### config.mk
export PLATFORM = sky130hd
export DESIGN_NAME = pool_window_unit
export DESIGN_NICKNAME = d
export VERILOG_FILES = /design/src/rtl/cnn_pkg.sv /design/src/rtl/pool_window_unit_col_reduce.sv /design/src/rtl/pool_window_unit.sv
export SDC_FILE = /design/constraint.sdc
export NUM_CORES = 1
export LEC_CHECK = 0
export ABC_AREA = 1
export BUFFER_PORTS_ARGS = -buffer_cell sky130_fd_sc_hd__buf_2
export CAP_MARGIN = 20
export CORE_UTILIZATION = 50
export CTS_BUF_LIST = sky130_fd_sc_hd__clkbuf_8
export DETAILED_ROUTE_END_ITERATION = 10
export PLACE_DENSITY = 0.75
export SLEW_MARGIN = 20
export SYNTH_ARGS = -nofsm -noshare
export SYNTH_HDL_FRONTEND = slang
export SYNTH_SLANG_ARGS = --single-unit
### constraint.sdc
create_clock -name clk -period 2.7 [get_ports clk]
set_input_delay 0 -clock clk [delete_from_list [all_inputs] [get_ports clk]]
set_output_delay 0 -clock clk [all_outputs]
set_load 0.02 [all_outputs]
### src/rtl/cnn_pkg.sv
// Shared CNN datapath definitions: pooling mode encodings, a signed max helper
// and bit-slice index helpers for packed pixel buses.
package cnn_pkg;

    localparam logic POOL_MAX = 1'b0;
    localparam logic POOL_AVG = 1'b1;

    localparam int SMAX_W = 64;

    function automatic logic signed [SMAX_W-1:0] smax(
        input logic signed [SMAX_W-1:0] a,
        input logic signed [SMAX_W-1:0] b
    );
        return (a > b) ? a : b;
    endfunction

    // LSB of row r, channel c on a bus holding ch channels per row
    function automatic int pix_lsb(input int r, input int c, input int ch, input int dw);
        return (r * ch + c) * dw;
    endfunction

    function automatic int chan_lsb(input int c, input int dw);
        return c * dw;
    endfunction

endpackage

### src/rtl/pool_window_unit_col_reduce.sv
// Registered reduction of one channel's POOL_K vertically adjacent pixels into a
// single column value: signed max, or signed sum widened by LOG2K bits.
module pool_col_reduce
    import cnn_pkg::*;
#(
    parameter int DW = 22,
    parameter int POOL_K = 2,
    localparam int LOG2K = $clog2(POOL_K)
) (
    input  logic                        clk,
    input  logic                        rst,
    input  logic                        load,
    input  logic                        mode,
    input  logic [POOL_K*DW-1:0]        rows,
    output logic signed [DW+LOG2K-1:0]  col
);

    localparam int CW = DW + LOG2K;

    logic signed [CW-1:0] max_w;
    logic signed [CW-1:0] sum_w;
    logic signed [CW-1:0] pix_w;
    logic signed [CW-1:0] col_d;
    logic signed [CW-1:0] col_q;

    always_comb begin
        max_w = CW'($signed(rows[DW-1:0]));
        sum_w = max_w;
        pix_w = max_w;
        for (int r = 1; r < POOL_K; r++) begin
            pix_w = CW'($signed(rows[r*DW +: DW]));
            // smax works at a fixed wide width; compare its result to pick the narrow operand
            max_w = (smax(SMAX_W'(max_w), SMAX_W'(pix_w)) == SMAX_W'(max_w)) ? max_w : pix_w;
            sum_w = sum_w + pix_w;
        end
        col_d = (mode == POOL_AVG) ? sum_w : max_w;
    end

    always_ff @(posedge clk or posedge rst) begin
        if (rst) begin
            col_q <= '0;
        end else if (load) begin
            col_q <= col_d;
        end
    end

    assign col = col_q;

endmodule

### src/rtl/pool_window_unit.sv
// Streaming POOL_K x POOL_K pooling stage: column reduce, column accumulate and
// a held output register, all advancing together under valid/ready backpressure.
module pool_window_unit
    import cnn_pkg::*;
#(
    parameter int DW = 22,
    parameter int POOL_K = 2,
    parameter int CH = 1,
    localparam int LOG2K = $clog2(POOL_K)
) (
    input  logic                     clk,
    input  logic                     rst,
    input  logic                     mode,
    input  logic                     clr,
    input  logic                     in_valid,
    output logic                     in_ready,
    input  logic [POOL_K*CH*DW-1:0]  in_data,
    output logic                     out_valid,
    input  logic                     out_ready,
    output logic [CH*DW-1:0]         out_data
);

    localparam int CW = DW + LOG2K;
    localparam int AW = DW + 2 * LOG2K;

    logic             en;
    logic             in_fire;
    logic             s1_fold;
    logic             last_col;
    logic             beat_mode;
    logic [LOG2K-1:0] in_cnt_q, in_cnt_d;
    logic [LOG2K-1:0] col_cnt_q, col_cnt_d;
    logic             in_mode_q, in_mode_d;
    logic             s1_valid_q, s1_valid_d;
    logic             s1_mode_q, s1_mode_d;
    logic             out_valid_q, out_valid_d;
    logic [CH*DW-1:0] out_data_q, out_data_d;
    logic signed [AW-1:0] acc_q [CH];
    logic signed [AW-1:0] acc_d [CH];
    logic signed [CW-1:0] col_val [CH];
    logic signed [AW-1:0] col_x;
    logic signed [AW-1:0] fold_x;

    assign en        = !out_valid_q || out_ready;
    assign in_ready  = en && !clr;
    assign in_fire   = in_valid && in_ready;
    assign s1_fold   = en && s1_valid_q && !clr;
    assign last_col  = (col_cnt_q == LOG2K'(POOL_K - 1));
    // The input side tracks its own column index so stage 1 reduces every
    // column of a window with the mode captured on that window's first beat.
    assign beat_mode = (in_cnt_q == '0) ? mode : in_mode_q;

    generate
        for (genvar gi = 0; gi < CH; gi++) begin : g_ch
            logic [POOL_K*DW-1:0] rows;
            for (genvar gr = 0; gr < POOL_K; gr++) begin : g_row
                assign rows[gr*DW +: DW] = in_data[pix_lsb(gr, gi, CH, DW) +: DW];
            end
            pool_col_reduce #(
                .DW     (DW),
                .POOL_K (POOL_K)
            ) u_reduce (
                .clk  (clk),
                .rst  (rst),
                .load (in_fire),
                .mode (beat_mode),
                .rows (rows),
                .col  (col_val[gi])
            );
        end
    endgenerate

    always_comb begin
        in_cnt_d    = in_cnt_q;
        col_cnt_d   = col_cnt_q;
        in_mode_d   = in_mode_q;
        s1_valid_d  = s1_valid_q;
        s1_mode_d   = s1_mode_q;
        out_valid_d = out_valid_q;
        out_data_d  = out_data_q;
        col_x       = '0;
        fold_x      = '0;
        for (int c = 0; c < CH; c++) begin
            acc_d[c] = acc_q[c];
        end

        if (in_fire) begin
            in_cnt_d = in_cnt_q + LOG2K'(1);
            if (in_cnt_q == '0) begin
                in_mode_d = mode;
            end
        end

        if (en) begin
            s1_valid_d  = in_fire;
            s1_mode_d   = in_fire ? beat_mode : s1_mode_q;
            out_valid_d = s1_fold && last_col;
        end

        if (s1_fold) begin
            col_cnt_d = col_cnt_q + LOG2K'(1);
            for (int c = 0; c < CH; c++) begin
                col_x = AW'(col_val[c]);
                if (col_cnt_q == '0) begin
                    fold_x = col_x;
                end else if (s1_mode_q == POOL_AVG) begin
                    fold_x = acc_q[c] + col_x;
                end else begin
                    fold_x = (smax(SMAX_W'(acc_q[c]), SMAX_W'(col_x)) == SMAX_W'(acc_q[c]))
                             ? acc_q[c] : col_x;
                end
                acc_d[c] = fold_x;
                if (last_col) begin
                    // Arithmetic shift floors toward -inf; the mean always fits in DW.
                    out_data_d[chan_lsb(c, DW) +: DW] = (s1_mode_q == POOL_AVG)
                        ? DW'(fold_x >>> (2 * LOG2K)) : DW'(fold_x);
                end
            end
        end

        if (clr) begin
            in_cnt_d   = '0;
            col_cnt_d  = '0;
            s1_valid_d = 1'b0;
        end
    end

    always_ff @(posedge clk or posedge rst) begin
        if (rst) begin
            in_cnt_q    <= '0;
            col_cnt_q   <= '0;
            in_mode_q   <= POOL_MAX;
            s1_valid_q  <= 1'b0;
            s1_mode_q   <= POOL_MAX;
            out_valid_q <= 1'b0;
            out_data_q  <= '0;
            for (int c = 0; c < CH; c++) begin
                acc_q[c] <= '0;
            end
        end else begin
            in_cnt_q    <= in_cnt_d;
            col_cnt_q   <= col_cnt_d;
            in_mode_q   <= in_mode_d;
            s1_valid_q  <= s1_valid_d;
            s1_mode_q   <= s1_mode_d;
            out_valid_q <= out_valid_d;
            out_data_q  <= out_data_d;
            for (int c = 0; c < CH; c++) begin
                acc_q[c] <= acc_d[c];
            end
        end
    end

    assign out_valid = out_valid_q;
    assign out_data  = out_data_q;

endmodule

# After elaboration in Yosys (flattened, before gate mapping)
# Cells that the tools add are included.
# classes
add_sub_neg	4
n_lt_le_gt_ge	2
n_eq_ne	2
mux	15
n_reduce_logical	13
# op_table
op	count
64-bit 2-to-1 mux	2
24-bit 2-to-1 mux	3
64-bit by 22-bit equality test with 1-bit output	1
64-bit by 24-bit equality test with 1-bit output	1
23-bit 2-to-1 mux	2
24-bit by 23-bit adder with 24-bit output	1
24-bit by 23-bit > comparator with 1-bit output	1
22-bit by 22-bit adder with 23-bit output	1
22-bit > comparator	1
22-bit 2-to-1 mux	1
1-bit 2-to-1 mux	7
2-bit nonzero test	3
1-bit logical AND	5
2-bit AND reduction	2
1-bit adder (second input constant)	2
1-bit logical NOT	2
1-bit logical OR	1
# totals
reg_bits	75
out_inout_bits	24
word_cells	45

# Logic depth before layout (Yosys ltp)
# Gate-level depths: netlist of the first run.
# logic_depth
word_depth	7
ltp_mapped	23
depth_no_buf	22

# By module
# A second synthesis of the first run with hierarchy kept.
# unflattened
hier_cells	1449
hier_area_um2	8794.7
# by_module_without_submodules
mod	n_inst	cells_each	area_each_um2	seq_area_each_um2
pool_window_unit	1	862	5338.9	1301.2
pool_col_reduce	1	587	3455.8	575.6

# Worst setup path after synthesis of the first run
# No wires, ideal clock.
# synth_path
path_type	reg2reg
start	register g_ch[0].u_reduce.col_q[0]
end	register out_data_q[10] (netlist: out_data[10])
arrival_time_ns	2.211
required_time_ns	2.634
setup_slack_ns	0.423
path_stages_with_launch	18
path_cell_list	dfrtp_1 ha_1 inv_1 fa_1 inv_1 nand3_1 nand2_1 nand2_1 nand2_1 a21oi_1 o21ai_0 xor2_1 nand2_1 nand3_1 nand2_1 nand2_1 nand3_1 nand2_1
# synth_between
elab_chain_cells	7
elab_cells_between_ends	8
classes_between	add/sub (1); order compare (1); eq/ne (1); mux (5)
# synth_rtl
item	line	source
from (decl)	pool_window_unit_col_reduce.sv:24	logic signed [CW-1:0] col_q;
from (signal assigned)	pool_window_unit_col_reduce.sv:43	col_q <= col_d;
24-bit by 23-bit > comparator with 1-bit output	cnn_pkg.sv:14	return (a > b) ? a : b;
64-bit 2-to-1 mux	cnn_pkg.sv:14	
64-bit by 24-bit equality test with 1-bit output	pool_window_unit.sv:109	fold_x = (smax(SMAX_W'(acc_q[c]), SMAX_W'(col_x)) == SMAX_W'(acc_q[c]))
24-bit 2-to-1 mux	pool_window_unit.sv:110	? acc_q[c] : col_x;
24-bit 2-to-1 mux (*)	pool_window_unit.sv:106	end else if (s1_mode_q == POOL_AVG) begin
24-bit 2-to-1 mux (*)	pool_window_unit.sv:104	if (col_cnt_q == '0) begin
22-bit 2-to-1 mux (*)	pool_window_unit.sv:116	? DW'(fold_x >>> (2 * LOG2K)) : DW'(fold_x);
to (signal assigned)	pool_window_unit.sv:147	out_data_q <= out_data_d;
to (decl)	pool_window_unit.sv:37	logic [CH*DW-1:0] out_data_q, out_data_d;
# Every way passes the cells marked *; elsewhere a longest branch is shown, timed or not.
# A chain may end at the register's enable or synchronous reset.

# Final worst setup path of the first run
# layout_path
start	register g_ch[0].u_reduce.col_q[19]
end	register out_data_q[1] (netlist: out_data[1])
# layout_between
elab_chain_cells	7
# layout_rtl
item	line
24-bit by 23-bit > comparator with 1-bit output	cnn_pkg.sv:14
64-bit 2-to-1 mux (*)	cnn_pkg.sv:14
64-bit by 24-bit equality test with 1-bit output (*)	pool_window_unit.sv:109
24-bit 2-to-1 mux (*)	pool_window_unit.sv:110
24-bit 2-to-1 mux (*)	pool_window_unit.sv:106
24-bit 2-to-1 mux (*)	pool_window_unit.sv:104
22-bit 2-to-1 mux (*)	pool_window_unit.sv:116
# Marks and branches as above.

==> results of run 1 <==
[stage by stage]
stage	instances	hold slack, ns	power, W	setup WS (ns)
after CTS	1663	0.0259	0.00734	0.0302
after global placement	1641	0.237	0.00616	0.0580
after floorplan	1326	0.0870	0.00474	0.423
final	1685	0.0241	0.00810	0.0601
after global routing	1685	0.0655	0.00868	-0.0630
after detailed placement	1641	0.239	0.00623	0.0367
[cell usage in the layout (no fill, tap or decap), types with 32 or more instances in the layout]
cell type and n:
nand3_1 116, buf_4 81, a21oi_1 110, nor2_1 82
inv_1 154, o21ai_1 32, o21ai_0 74, ha_1 74
buf_2 73, dfrtp_1 70, nand2_1 403
[layout make-up]
class / count / area share
multi-input cells: 1044 / 0.589
flip-flops and latches: 75 / 0.186
repair buffers: 167 / 0.113
inverters: 168 / 0.0621
well taps: 216 / 0.0266
clock buffers: 9 / 0.0122
clock inverters: 6 / 0.0111
[path summary, 6_finish.rpt]
path,slack [ns],to
setup / recovery,0.06,out_data[1]
hold / removal,0.02,g_ch[0].u_reduce.col[13]
setup reg to reg,0.06,out_data[1]
hold reg to reg,0.48,out_data[10]
max in group asynchronous,1.61,acc_q[3]
min in group asynchronous,0.38,out_data[20]
[cells by family (layout without fill, tap and decap cells)]
| group | after synthesis | in the layout |
|---|---|---|
| xor gates and xnor gates | 33 | 33 |
| and+or+nand+nor | 658 | 659 |
| buffers and inverters | 208 | 350 |
| DFF | 75 | 75 |
| adders and majority gates | 93 | 93 |
| AOI/OAI and AO/OA | 259 | 259 |
[where the power goes]
part | total, W | internal (W) | switching (W)
logic | 0.00526 | 0.00199 | 0.00327
registers | 0.00176 | 0.00145 | 0.000304
clock network | 0.00109 | 0.000613 | 0.000475
[sequential cells by signal, summed over array words and instances, names as in the netlist]
signal / count
acc_q: 24
g_ch.u_reduce.col: 23
out_data: 22
col_cnt_q: 1
in_cnt_q: 1
in_mode_q: 1
out_valid: 1
s1_mode_q: 1
s1_valid_q: 1
[per-layer routing]
layer / up-vias / track usage / wire length, um
met1: 4187 / 0.407 / 12000
met5: - / 0 / 0
li1: 4597 / - / -
met2: 395 / 0.522 / 12900
met4: 0 / 0.157 / 1480
met3: 93 / 0.0343 / 1680
[worst reg2reg max path, stage by stage, from the launching register on]
cell and delay (ns):
dfrtp_1 0.39, inv_1 0.08, ha_1 0.31, a21oi_1 0.23, a21oi_2 0.09, nor2_2 0.17, nand3_1 0.10, nand2_1 0.11
nand2_4 0.12, buf_12 0.19, nand3_1 0.09, nand2_1 0.06, nand2_1 0.05, nand2_1 0.06, o21ai_1 0.21, nand2_1 0.09
nand3_1 0.11, nand2_1 0.07
[repair_timing]
item / CTS / global route
setup endpoints to repair: 0 / 46
endpoints found under the hold margin: 43 / 0
gates resized for setup: 0 / 76
hold buffers: 7 / 0
setup buffers: 0 / 21
==> key figures, run 1 <==
Outcome
  • Run status: complete, no violations

Layout
  • Layout cells sized above 1: 0.174
  • Post-route core utilization: 0.630
  • Final-layout fill cell count: 1486
  • Final net count: 1608
  • Number of inserted diodes: 0
  • Sequential cell area: 1880 um^2
  • Footprint of the multi-input gates: 5980 um^2
  • Area delta synth->final: 21.5%
  • Post-route cell area: 10100 um^2

Critical path
  • Delay contributed by the slowest stage of the critical path: 0.39 ns
  • Launching element of the worst setup path: g_ch[0].u_reduce.col[19]
  • Most used cell, CP: nand2_1
  • Critical path capture point type: flop
  • Required time of the critical path: 2.95 ns
  • Maximum net fanout on the critical path: 22
  • Slowest library cell on the worst path: dfrtp_1
  • Setup Crit Path Kind: reg2reg
  • Stages on worst setup path: 17
  • Critical path startpoint category: flop
  • Count of buffer and inverter cells on the critical path: 2
  • Family with the most delay on the worst path: simple AND/OR/NAND/NOR gates
  • Cells on worst reg2reg path: 17
  • Data arrival time of the worst path: 2.89 ns
  • Sequence of cells on the critical path: inv_1, ha_1, a21oi_1, a21oi_2, nor2_2, nand3_1, nand2_1, nand2_4, buf_12, nand3_1, nand2_1, nand2_1, nand2_1, o21ai_1, nand2_1, nand3_1, nand2_1
  • Beginning of the worst register-to-register path: g_ch[0].u_reduce.col[19]

Drt
  • Via density: 5.50
  • Number of design-rule violations left by the first detailed-router iteration: 772
  • Routed len/inst: 16.6 um
  • DRC violations left: 0
  • First-pass detailed-route iteration total: 6
  • Via count: 9272
  • Detail Route Antenna Nets: 0
  • Drt total wl: 28.0 mm

Logic synthesis
  • Dominant combinational cell family by area after synthesis: simple AND/OR/NAND/NOR gates
  • Post-synthesis adder-cell area fraction: 0.141
  • Most used flip-flop cell after synthesis: dfrtp_1
  • Post-synthesis share of cell area spent on and, or, nand and nor gates: 0.330
  • Post-synthesis average cell area: 6.30 um^2
  • Library cell occupying the most area in the post-synthesis netlist: dfrtp_1
  • Cell with the most instances after synthesis: nand2_1
  • Synth top cells by count: nand2_1, inv_1, nand3_1
  • Post-synthesis instance total: 1326
  • Area fraction in compound gates after synthesis: 0.170
  • Multiplexer fraction of the synthesized cell area: 0
  • Warning count from the yosys run: 0
  • Share of synthesized registers carrying an async set or reset: 1.00
  • Synth top area cells: dfrtp_1, nand2_1, ha_1
  • Share of the synthesized area in the top cell type: 0.225
  • Number of flops mapped to enable cells by yosys: 0
  • Post-Synthesis Net Count: 1469
  • Xor-xnor portion of the synthesized cell area: 0.0346
  • Mapped Area: 8350 um^2
  • Part of the Yosys area used for sequential elements: 0.225
  • Register bit count reported by yosys: 75
  • Unique cell type count in the Yosys netlist: 45

STA
  • Worst slew margin relative to its limit: 0.405
  • FMAX: 0.379 GHz
  • Max-slew violation count: 0
  • Final hold violation count: 0
  • Max Clock Skew: 0.0200 ns
  • Final setup violating endpoints: 0
  • Final setup TNS: 0 ns
  • Slew at the pin closest to its max-slew limit: 0.891 ns
  • Final clock period utilization by the worst path: 0.978
  • Final Critical Period: 2.64 ns

Clock network
  • Cell chosen for the clock root: clkbuf_8
  • Clock latency on the worst-skew pair: 0.38 ns
  • Clock tree from TritonCTS: built
  • Clock Sinks: 75
  • Total clock buffers created by CTS: 9
  • Clock transition time at the flip-flop clock pins of the worst setup and hold paths: 0.10 ns
  • CTS H-tree depth: 3
  • CTS max path bufs: 2

Hold path
  • WHS Path Cells: 5
  • Min-delay worst type: in2reg
  • Worst Hold Launch: in_data[35]

Place
  • Count of input and output buffers: 73
  • Standard cell area after detailed placement: 9320 um^2
  • Routability congestion estimate: 1.01
  • HPWL after detailed placement: 21.5 mm

Global routing
  • Global routing usage summed across all routing layers: 0.315
  • Maximum number of pins on one net before global-route repair: 43
  • First-pass GRT wire length: 43.2 mm
  • Antenna violations before repair: 0
  • Vias in the first global route: 8497
  • Total overflow reported by the global router: 0

Run
  • Number of violations of the max-capacitance limit: 0

Power
  • Maximum resistive drop on vdd: 0.000433 V
  • Leakage dissipation: 5.42 nW
  • Total power divided by cell area: 799 nW/um^2

Floorplanning
  • Die Ht: 131 um
  • I/O pin count: 74
  • Standard-cell rows: 46
  • Die Outline Area: 17200 um^2
  • Horizontal die dimension: 131 um
  • Starting Density: 0.518
  • Core ar.: 16100 um^2
(Power assumes the default switching activity.)
==> inputs of run 2 (changes only) <==
--- a/config.mk
+++ b/config.mk
@@ -15,4 +15,5 @@
 export SLEW_MARGIN = 20
 export SYNTH_ARGS = -nofsm -noshare
 export SYNTH_HDL_FRONTEND = slang
+export SYNTH_HIERARCHICAL = 1
 export SYNTH_SLANG_ARGS = --single-unit
==> constraint.sdc (replaced) <==
create_clock -name clk -period 3.3 [get_ports clk]
set_input_delay 0 -clock clk [delete_from_list [all_inputs] [get_ports clk]]
set_output_delay 0 -clock clk [all_outputs]
set_load 0.02 [all_outputs]
==> run 2 against run 1 <==
Fmax is 12% lower. Synthesized area increased by 5.3%. Final cell count is 3.6% higher. Core utilization decreased by 7.4 points. Hold slack got worse by 0.014 ns. Sequential power down 17%. Combinational power fell by 29%. Flip-flop and latch count unchanged. Global-route usage decreased by 0.91 points. Total power fell by 25%. Non-clock buffer count down 70. Via count rose by 2.7%.
==> key figures, run 2 <==
STA
  • Final clock period utilization by the worst path: 0.912 (was 0.978)
  • Max Clock Skew: 0.0145 ns (was 0.0200 ns)
  • Final Critical Period: 3.01 ns (was 2.64 ns)
  • Worst path setup slack after routing: 0.291 ns (was 0.0601 ns)
  • Worst Hold Margin: 0.0102 ns (was 0.0241 ns)
  • Final setup violating endpoints: 0 (unchanged)
  • Final hold violation count: 0 (unchanged)
  • Slew at the pin closest to its max-slew limit: 1.07 ns (was 0.891 ns)
  • Unrepaired setup endpoints after global routing: no
  • Final setup TNS: 0 ns (unchanged)
  • FMAX: 0.332 GHz (was 0.379 GHz)
  • Worst slew margin relative to its limit: 0.287 (was 0.405)
  • Max-slew violation count: 0 (unchanged)

Drt
  • DRC violations left: 0 (unchanged)
  • Drt total wl: 26.7 mm (was 28.0 mm)
  • Detail Route Antenna Nets: 0 (unchanged)
  • Via density: 5.45 (was 5.50)
  • First-pass detailed-route iteration total: 7 (was 6)
  • Routed len/inst: 15.3 um (was 16.6 um)
  • Via count: 9522 (was 9272)
  • Number of design-rule violations left by the first detailed-router iteration: 691 (was 772)

Critical path
  • Maximum net fanout on the critical path: 18 (was 22)
  • Delay contributed by the slowest stage of the critical path: 0.42 ns (was 0.39 ns)
  • Slowest library cell on the worst path: dfrtp_1 (unchanged)
  • Most used cell, CP: nand2_1 (unchanged)
  • Stages on worst setup path: 18 (was 17)
  • Cells on worst reg2reg path: 18 (was 17)
  • Beginning of the worst register-to-register path: g_ch[0].u_reduce/col[8] (was g_ch[0].u_reduce.col[19])
  • Critical path startpoint category: flop (unchanged)
  • R2R Setup Slk: 0.29 ns (was 0.06 ns)
  • Setup Crit Path Kind: reg2reg (unchanged)
  • Critical path capture point type: flop (unchanged)
  • Count of buffer and inverter cells on the critical path: 3 (was 2)
  • Family with the most delay on the worst path: simple AND/OR/NAND/NOR gates (unchanged)
  • Required time of the critical path: 3.63 ns (was 2.95 ns)
  • Sequence of cells on the critical path: inv_1, ha_1, inv_1, nor3_1, nand2_1, nor2_2, nand2_2, nand4_2, nand3_4, inv_6, nand2_1, nand2_1, nand2_1, nand2_1, nand3_1, nand2_1, nand2_1, nand2_1 (was inv_1, ha_1, a21oi_1, a21oi_2, nor2_2, nand3_1, nand2_1, nand2_4, buf_12, nand3_1, nand2_1, nand2_1, nand2_1, o21ai_1, nand2_1, nand3_1, nand2_1)
  • FF-to-FF End: out_data[13] (was out_data[1])
  • Data arrival time of the worst path: 3.34 ns (was 2.89 ns)

Layout
  • Layout cells sized above 1: 0.105 (was 0.174)
  • Area delta synth->final: 8.95% (was 21.5%)
  • Register with the most flip-flops: acc_q (unchanged)
  • Post-route cell area: 9580 um^2 (was 10100 um^2)
  • Final net count: 1659 (was 1608)
  • Flip-flop count of the largest register after layout: 24 (unchanged)
  • Post-route core utilization: 0.556 (was 0.630)
  • Number of inserted diodes: 0 (unchanged)
  • Commonest non-fill, non-tap cell in the layout: nand2_1 (unchanged)
  • Most used cells in the layout excluding fill and tap cells: nand2_1, inv_1, nand3_1 (unchanged)

Floorplanning
  • Die Outline Area: 18100 um^2 (was 17200 um^2)
  • Starting Density: 0.510 (was 0.518)
  • I/O pin count: 74 (unchanged)
  • Horizontal die dimension: 135 um (was 131 um)
  • Core ar.: 17200 um^2 (was 16100 um^2)
  • Standard-cell rows: 48 (was 46)
  • Die Ht: 135 um (was 131 um)

Clock network
  • Clock transition time at the flip-flop clock pins of the worst setup and hold paths: 0.10 ns (about the same)
  • Clock tree from TritonCTS: built (unchanged)
  • Hold-fix buffers at CTS: 7 (unchanged)
  • Clock Sinks: 75 (unchanged)
  • Total clock buffers created by CTS: 9 (unchanged)
  • CTS max path bufs: 2 (unchanged)
  • Number of gates resized after CTS: 0 (unchanged)
  • Post-CTS Setup Repair Bufs: 0 (unchanged)
  • CTS H-tree depth: 3 (unchanged)
  • Clock latency on the worst-skew pair: 0.39 ns (was 0.38 ns)
  • Cell chosen for the clock root: clkbuf_8 (unchanged)

Power
  • Leakage dissipation: 5.47 nW (was 5.42 nW)
  • Total power divided by cell area: 631 nW/um^2 (was 799 nW/um^2)
  • Maximum resistive drop on vdd: 0.000307 V (was 0.000433 V)

Place
  • Worst-case setup slack after placement: 0.364 ns (was 0.0367 ns)
  • HPWL after detailed placement: 20.8 mm (was 21.5 mm)
  • Count of input and output buffers: 73 (unchanged)
  • Standard cell area after detailed placement: 9280 um^2 (was 9320 um^2)
  • Routability congestion estimate: 1.05 (was 1.01)

Hold path
  • Worst Hold Launch: in_data[22] (was in_data[35])
  • WHS Path Cells: 5 (unchanged)
  • Worst Hold Endpoint: g_ch[0].u_reduce/col[0] (was g_ch[0].u_reduce.col[13])
  • Min-delay worst type: in2reg (unchanged)

Global routing
  • Global routing usage summed across all routing layers: 0.306 (was 0.315)
  • Total overflow reported by the global router: 0 (unchanged)
  • Maximum number of pins on one net before global-route repair: 45 (was 43)
  • First-pass GRT wire length: 44.0 mm (was 43.2 mm)
  • Vias in the first global route: 9000 (was 8497)
  • Antenna violations before repair: 0 (unchanged)

Logic synthesis
  • Synth top area cells: nand2_1, dfrtp_1, ha_1 (was dfrtp_1, nand2_1, ha_1)
  • Post-synthesis average cell area: 6.07 um^2 (was 6.30 um^2)
  • Unique cell type count in the Yosys netlist: 49 (was 45)
  • Warning count from the yosys run: 6 (was 0)
  • Post-Synthesis Net Count: 1592 (was 1469)
  • Share of synthesized registers carrying an async set or reset: 1.00 (unchanged)
  • Cell with the most instances after synthesis: nand2_1 (unchanged)
  • Register bit count reported by yosys: 75 (unchanged)
  • Library cell occupying the most area in the post-synthesis netlist: nand2_1 (was dfrtp_1)
  • Share of the synthesized area in the top cell type: 0.218 (was 0.225)
  • Post-synthesis instance total: 1449 (was 1326)
  • Most used flip-flop cell after synthesis: dfrtp_1 (unchanged)
  • Synth top cells by count: nand2_1, inv_1, nand3_1 (unchanged)
  • Mapped Area: 8790 um^2 (was 8350 um^2)
  • Part of the Yosys area used for sequential elements: 0.213 (was 0.225)
  • Number of flops mapped to enable cells by yosys: 0 (unchanged)

Run
  • Number of violations of the max-capacitance limit: 0 (unchanged)

Outcome
  • Run status: complete, no violations (unchanged)
[run 2: how the worst max path moves through the flow]
stage,startpoint,to
3_5_place_dp,g_ch[0].u_reduce/col[8],out_data[13]
2_1_floorplan,g_ch[0].u_reduce/col[22],out_data[4]
3_3_place_gp,g_ch[0].u_reduce/col[8],out_data[13]
5_1_grt,g_ch[0].u_reduce/col[22],out_data[13]
6_report,g_ch[0].u_reduce/col[8],out_data[13]
4_1_cts,g_ch[0].u_reduce/col[8],out_data[13]
[run 2: logic make-up (layout without fill, tap and decap cells)]
group                    count (synthesis)  count (layout)  synth area share
AND/OR/NAND/NOR                        839             839             0.405
adder cells (fa/ha/maj)                 93              93             0.134
flip-flops                              75              75             0.213
XOR/XNOR                                 7               7           0.00697
buffers and inverters                  230             302             0.114
AO/OA/AOI/OAI                          205             205             0.127
[run 2: per-layer routing]
layer	up-vias	GRT usage	part of all wire
met3	77	0.0308	0.060
met2	357	0.522	0.48
met1	4340	0.385	0.42
met4	0	0.152	0.044
li1	4748	-	-
met5	-	0	0
[run 2: final cells by class]
class	instances	area (um^2)
flip-flops and latches	75	1880
clock inverters	7	106
well taps	225	282
multi-input cells	1144	5920
inverters	189	714
fillers	1725	7650
repair buffers	97	563
clock buffers	9	124
[run 2: worst min-delay path, stage by stage]
cell and delay [ns]:
buf_2 0.12, nand2_1 0.05, o21ai_1 0.07, o21ai_1 0.07
nand2_1 0.05
[run 2: metrics by stage]
step | power, W | cells
finish | 0.00605 | 1746
global route | 0.00658 | 1746
CTS | 0.00600 | 1746
detailed placement | 0.00512 | 1723
global placement | 0.00507 | 1723
floorplan | 0.00421 | 1449
[run 2: where the power goes]
group          internal, W  total, W  switching [W]
clock             0.000441  0.000861       0.000420
sequential         0.00118   0.00146       0.000280
combinational      0.00121   0.00372        0.00251
==> inputs of run 3 (changes only) <==
--- a/config.mk
+++ b/config.mk
@@ -5,7 +5,6 @@
 export SDC_FILE = /design/constraint.sdc
 export NUM_CORES = 1
 export LEC_CHECK = 0
-export ABC_AREA = 1
 export BUFFER_PORTS_ARGS = -buffer_cell sky130_fd_sc_hd__buf_2
 export CAP_MARGIN = 20
 export CORE_UTILIZATION = 50
==> run 3 against run 2 <==
Hold slack better by 0.0084 ns. Routed wire length is 4.3% lower. Sequential power is 6% higher. Synthesized cell count is 32% lower. Via count is 15% lower. Flip-flop and latch count stayed put. Fmax is 4.2% lower. Cell area is 1.2% lower. Largest power group unchanged.
==> key figures, run 3 <==
Logic synthesis
  • Library cell occupying the most area in the post-synthesis netlist: dfrtp_1 (was nand2_1)
  • Share of synthesized registers carrying an async set or reset: 1.00 (unchanged)
  • Multiplexer fraction of the synthesized cell area: 0.0458 (was 0)
  • Register bit count reported by yosys: 75 (unchanged)
  • Dominant combinational cell family by area after synthesis: compound AO/OA/AOI/OAI gates (was simple AND/OR/NAND/NOR gates)
  • Xor-xnor portion of the synthesized cell area: 0.0804 (was 0.00697)
  • Post-synthesis adder-cell area fraction: 0.144 (was 0.134)
  • Unique cell type count in the Yosys netlist: 90 (was 49)
  • Part of the Yosys area used for sequential elements: 0.230 (was 0.213)
  • Synth top cells by count: ha_1, inv_1, nor2_1 (was nand2_1, inv_1, nand3_1)
  • Post-synthesis average cell area: 8.35 um^2 (was 6.07 um^2)
  • Share of the synthesized area in the top cell type: 0.230 (was 0.218)
  • Mapped Area: 8170 um^2 (was 8790 um^2)
  • Post-Synthesis Net Count: 1122 (was 1592)
  • Post-synthesis share of cell area spent on and, or, nand and nor gates: 0.192 (was 0.405)
  • Cell with the most instances after synthesis: ha_1 (was nand2_1)
  • Warning count from the yosys run: 6 (unchanged)
  • Area fraction in compound gates after synthesis: 0.240 (was 0.127)
  • Most used flip-flop cell after synthesis: dfrtp_1 (unchanged)
  • Synth top area cells: dfrtp_1, ha_1, xor2_1 (was nand2_1, dfrtp_1, ha_1)
  • Post-synthesis instance total: 979 (was 1449)
  • Number of flops mapped to enable cells by yosys: 0 (unchanged)

Layout
  • Final net count: 1242 (was 1659)
  • Register with the most flip-flops: acc_q (unchanged)
  • Layout cells sized above 1: 0.178 (was 0.105)
  • Sequential cell area: 1880 um^2 (about the same)
  • Footprint of the multi-input gates: 5790 um^2 (was 5920 um^2)
  • Final-layout fill cell count: 1470 (was 1725)
  • Commonest non-fill, non-tap cell in the layout: ha_1 (was nand2_1)
  • Number of inserted diodes: 0 (unchanged)
  • Post-route core utilization: 0.594 (was 0.556)
  • Finished Layout Cells: 1320 (was 1746)
  • Area delta synth->final: 15.9% (was 8.95%)
  • Most used cells in the layout excluding fill and tap cells: ha_1, inv_1, nor2_1 (was nand2_1, inv_1, nand3_1)
  • Flip-flop count of the largest register after layout: 24 (unchanged)

Clock network
  • Clock tree from TritonCTS: built (unchanged)
  • CTS H-tree depth: 3 (unchanged)
  • Clock transition time at the flip-flop clock pins of the worst setup and hold paths: 0.08 ns (was 0.10 ns)
  • Clock latency on the worst-skew pair: 0.37 ns (was 0.39 ns)
  • CTS max path bufs: 2 (unchanged)
  • Total clock buffers created by CTS: 9 (unchanged)
  • Clock Sinks: 75 (unchanged)
  • Cell chosen for the clock root: clkbuf_8 (unchanged)

Power
  • Net Sw Power: 0.00321 W (about the same)
  • Clock group share of total power: 0.130 (was 0.142)
  • Maximum resistive drop on vdd: 0.000276 V (was 0.000307 V)
  • Seq pwr share: 0.232 (was 0.242)
  • P_int: 0.00344 W (was 0.00283 W)
  • Proportion of power drawn by combinational gates: 0.638 (was 0.616)
  • Total power divided by cell area: 703 nW/um^2 (was 631 nW/um^2)
  • Leakage dissipation: 4.46 nW (was 5.47 nW)
  • Sw Ratio: 0.483 (was 0.531)

Place
  • Worst-case setup slack after placement: -0.0673 ns (was 0.364 ns)
  • Count of input and output buffers: 73 (unchanged)
  • Routability congestion estimate: 0.963 (was 1.05)
  • Number of cells in the design after placement: 1292 (was 1723)
  • HPWL after detailed placement: 20.4 mm (was 20.8 mm)

Global routing
  • Antenna violations before repair: 0 (unchanged)
  • Vias in the first global route: 7363 (was 9000)
  • Total overflow reported by the global router: 0 (unchanged)
  • Global routing usage summed across all routing layers: 0.310 (was 0.306)
  • Met1 Resource Use GR: 0.430 (was 0.385)
  • Global-route met2 utilization: 0.489 (was 0.522)
  • Global-route met3 utilization: 0.0390 (was 0.0308)
  • Global routing's busiest layer: met2 (unchanged)
  • First-pass GRT wire length: 39.6 mm (was 44.0 mm)
  • Maximum number of pins on one net before global-route repair: 42 (was 45)

STA
  • Worst path setup slack after routing: 0.160 ns (was 0.291 ns)
  • Max-slew violation count: 0 (unchanged)
  • Slew at the pin closest to its max-slew limit: 0.971 ns (was 1.07 ns)
  • Final Critical Period: 3.14 ns (was 3.01 ns)
  • FMAX: 0.318 GHz (was 0.332 GHz)
  • Final setup violating endpoints: 0 (unchanged)
  • Final setup TNS: 0 ns (unchanged)
  • Max Clock Skew: 0.00824 ns (was 0.0145 ns)
  • Final hold violation count: 0 (unchanged)
  • Final clock period utilization by the worst path: 0.952 (was 0.912)
  • Unrepaired setup endpoints after global routing: no (unchanged)
  • Worst slew margin relative to its limit: 0.353 (was 0.287)

Drt
  • First-pass detailed-route iteration total: 6 (was 7)
  • Routed len/inst: 19.4 um (was 15.3 um)
  • DRC violations left: 0 (unchanged)
  • Via count: 8093 (was 9522)
  • Number of design-rule violations left by the first detailed-router iteration: 858 (was 691)
  • Drt total wl: 25.6 mm (was 26.7 mm)
  • Detail Route Antenna Nets: 0 (unchanged)
  • Via density: 6.13 (was 5.45)

Critical path
  • Count of buffer and inverter cells on the critical path: 2 (was 3)
  • Delay contributed by the slowest stage of the critical path: 0.44 ns (was 0.42 ns)
  • Most used cell, CP: a221oi_1 (was nand2_1)
  • Critical path capture point type: flop (unchanged)
  • Data arrival time of the worst path: 3.37 ns (was 3.34 ns)
  • Slowest library cell on the worst path: dfrtp_1 (unchanged)
  • Maximum net fanout on the critical path: 5 (was 18)
  • Required time of the critical path: 3.53 ns (was 3.63 ns)
  • Critical path startpoint category: flop (unchanged)
  • Sequence of cells on the critical path: ha_1, inv_1, fa_1, or2_2, a221oi_1, a211o_1, or2_1, a221oi_1, xor2_1, buf_4, a22oi_1, o21ai_1 (was inv_1, ha_1, inv_1, nor3_1, nand2_1, nor2_2, nand2_2, nand4_2, nand3_4, inv_6, nand2_1, nand2_1, nand2_1, nand2_1, nand3_1, nand2_1, nand2_1, nand2_1)
  • Setup Crit Path Kind: reg2reg (unchanged)
  • Family with the most delay on the worst path: compound AO/OA/AOI/OAI gates (was simple AND/OR/NAND/NOR gates)

Floorplanning
  • Standard-cell rows: 46 (was 48)
  • I/O pin count: 74 (unchanged)
  • Horizontal die dimension: 130 um (was 135 um)
  • Die Outline Area: 16900 um^2 (was 18100 um^2)
  • Starting Density: 0.513 (was 0.510)
  • Core ar.: 15900 um^2 (was 17200 um^2)
  • Die Ht: 130 um (was 135 um)

Outcome
  • Run status: complete, no violations (unchanged)

Hold path
  • Min-delay worst type: in2reg (unchanged)

Run
  • Number of violations of the max-capacitance limit: 0 (unchanged)
[run 3: cell types whose count changed in the layout (fill, tap and decap cells not counted), moves of 47 or more]
cell     before  now
nor2_1      124   76
xor2_1        5   52
buf_4        17   69
nand2_1     511   47
nand3_1     125   15
inv_1       181   87
[run 3: kinds of logic after synthesis]
logic type,count (synthesis)
AO/OA/AOI/OAI,278
AND/OR/NAND/NOR,292
multiplexers,36
adder cells (fa/ha/maj),93
flip-flops,75
buffers and inverters,130
XOR/XNOR,75
[run 3: power by group through the flow]
stage                     Sequential [W]  Clock [W]  Combinational, W
final                            0.00155   0.000862           0.00425
after global routing             0.00158   0.000901           0.00460
after global placement           0.00154          0           0.00402
after detailed placement         0.00155          0           0.00405
after CTS                        0.00153   0.000871           0.00409
after floorplan                  0.00169          0           0.00264
[run 3: timing repair]
action | CTS | global route
pin swaps | 0 | 2
endpoints found under the setup margin | 9 | 27
hold endpoints to repair | 69 | 0
hold buffers | 8 | 0
resized for setup | 1 | 9
buffers inserted | 0 | 4
[run 3: tightest hold or removal path: cells and delay by family]
family,cells,cell delay [ns]
xor gates and xnor gates,1,0.07
buffers and inverters,1,0.11
and+or+nand+nor,2,0.17
[run 3: path summary, 6_finish.rpt]
kind | slack, ns | depth (start not counted) | from | end
max | 0.16 | 12 | acc_q[0] | acc_q[12]
min | 0.02 | 4 | in_valid | in_cnt_q
max reg2reg | 0.16 | 12 | acc_q[0] | acc_q[12]
min reg2reg | 0.49 | 2 | out_data[15] | out_data[15]
max in group asynchronous | 2.13 | 4 | rst | acc_q[23]
min in group asynchronous | 0.38 | 3 | rst | g_ch[0].u_reduce/col[1]
[run 3: cell type report]
cell class,count,share of cell area
repair buffers,150,0.102
well taps,216,0.0285
clock inverters,4,0.00766
flip-flops and latches,75,0.198
multi-input cells,774,0.611
clock buffers,12,0.0174
inverters,89,0.0353
[run 3: routing by layer]
metal,vias up,routed length [um]
met3,51,1940
met2,389,11500
met4,0,858
met1,3849,11300
li1,3804,-
met5,-,0
[run 3: through the flow]
| stage | hold WS, ns | instance area [um^2] | total power [W] |
|---|---|---|---|
| floorplan | 0.00192 | 8170 | 0.00432 |
| global placement | 0.220 | 9070 | 0.00556 |
| detailed placement | 0.221 | 9070 | 0.00560 |
| CTS | 0.00942 | 9400 | 0.00649 |
| global route | 0.0498 | 9470 | 0.00708 |
| finish | 0.0186 | 9470 | 0.00665 |
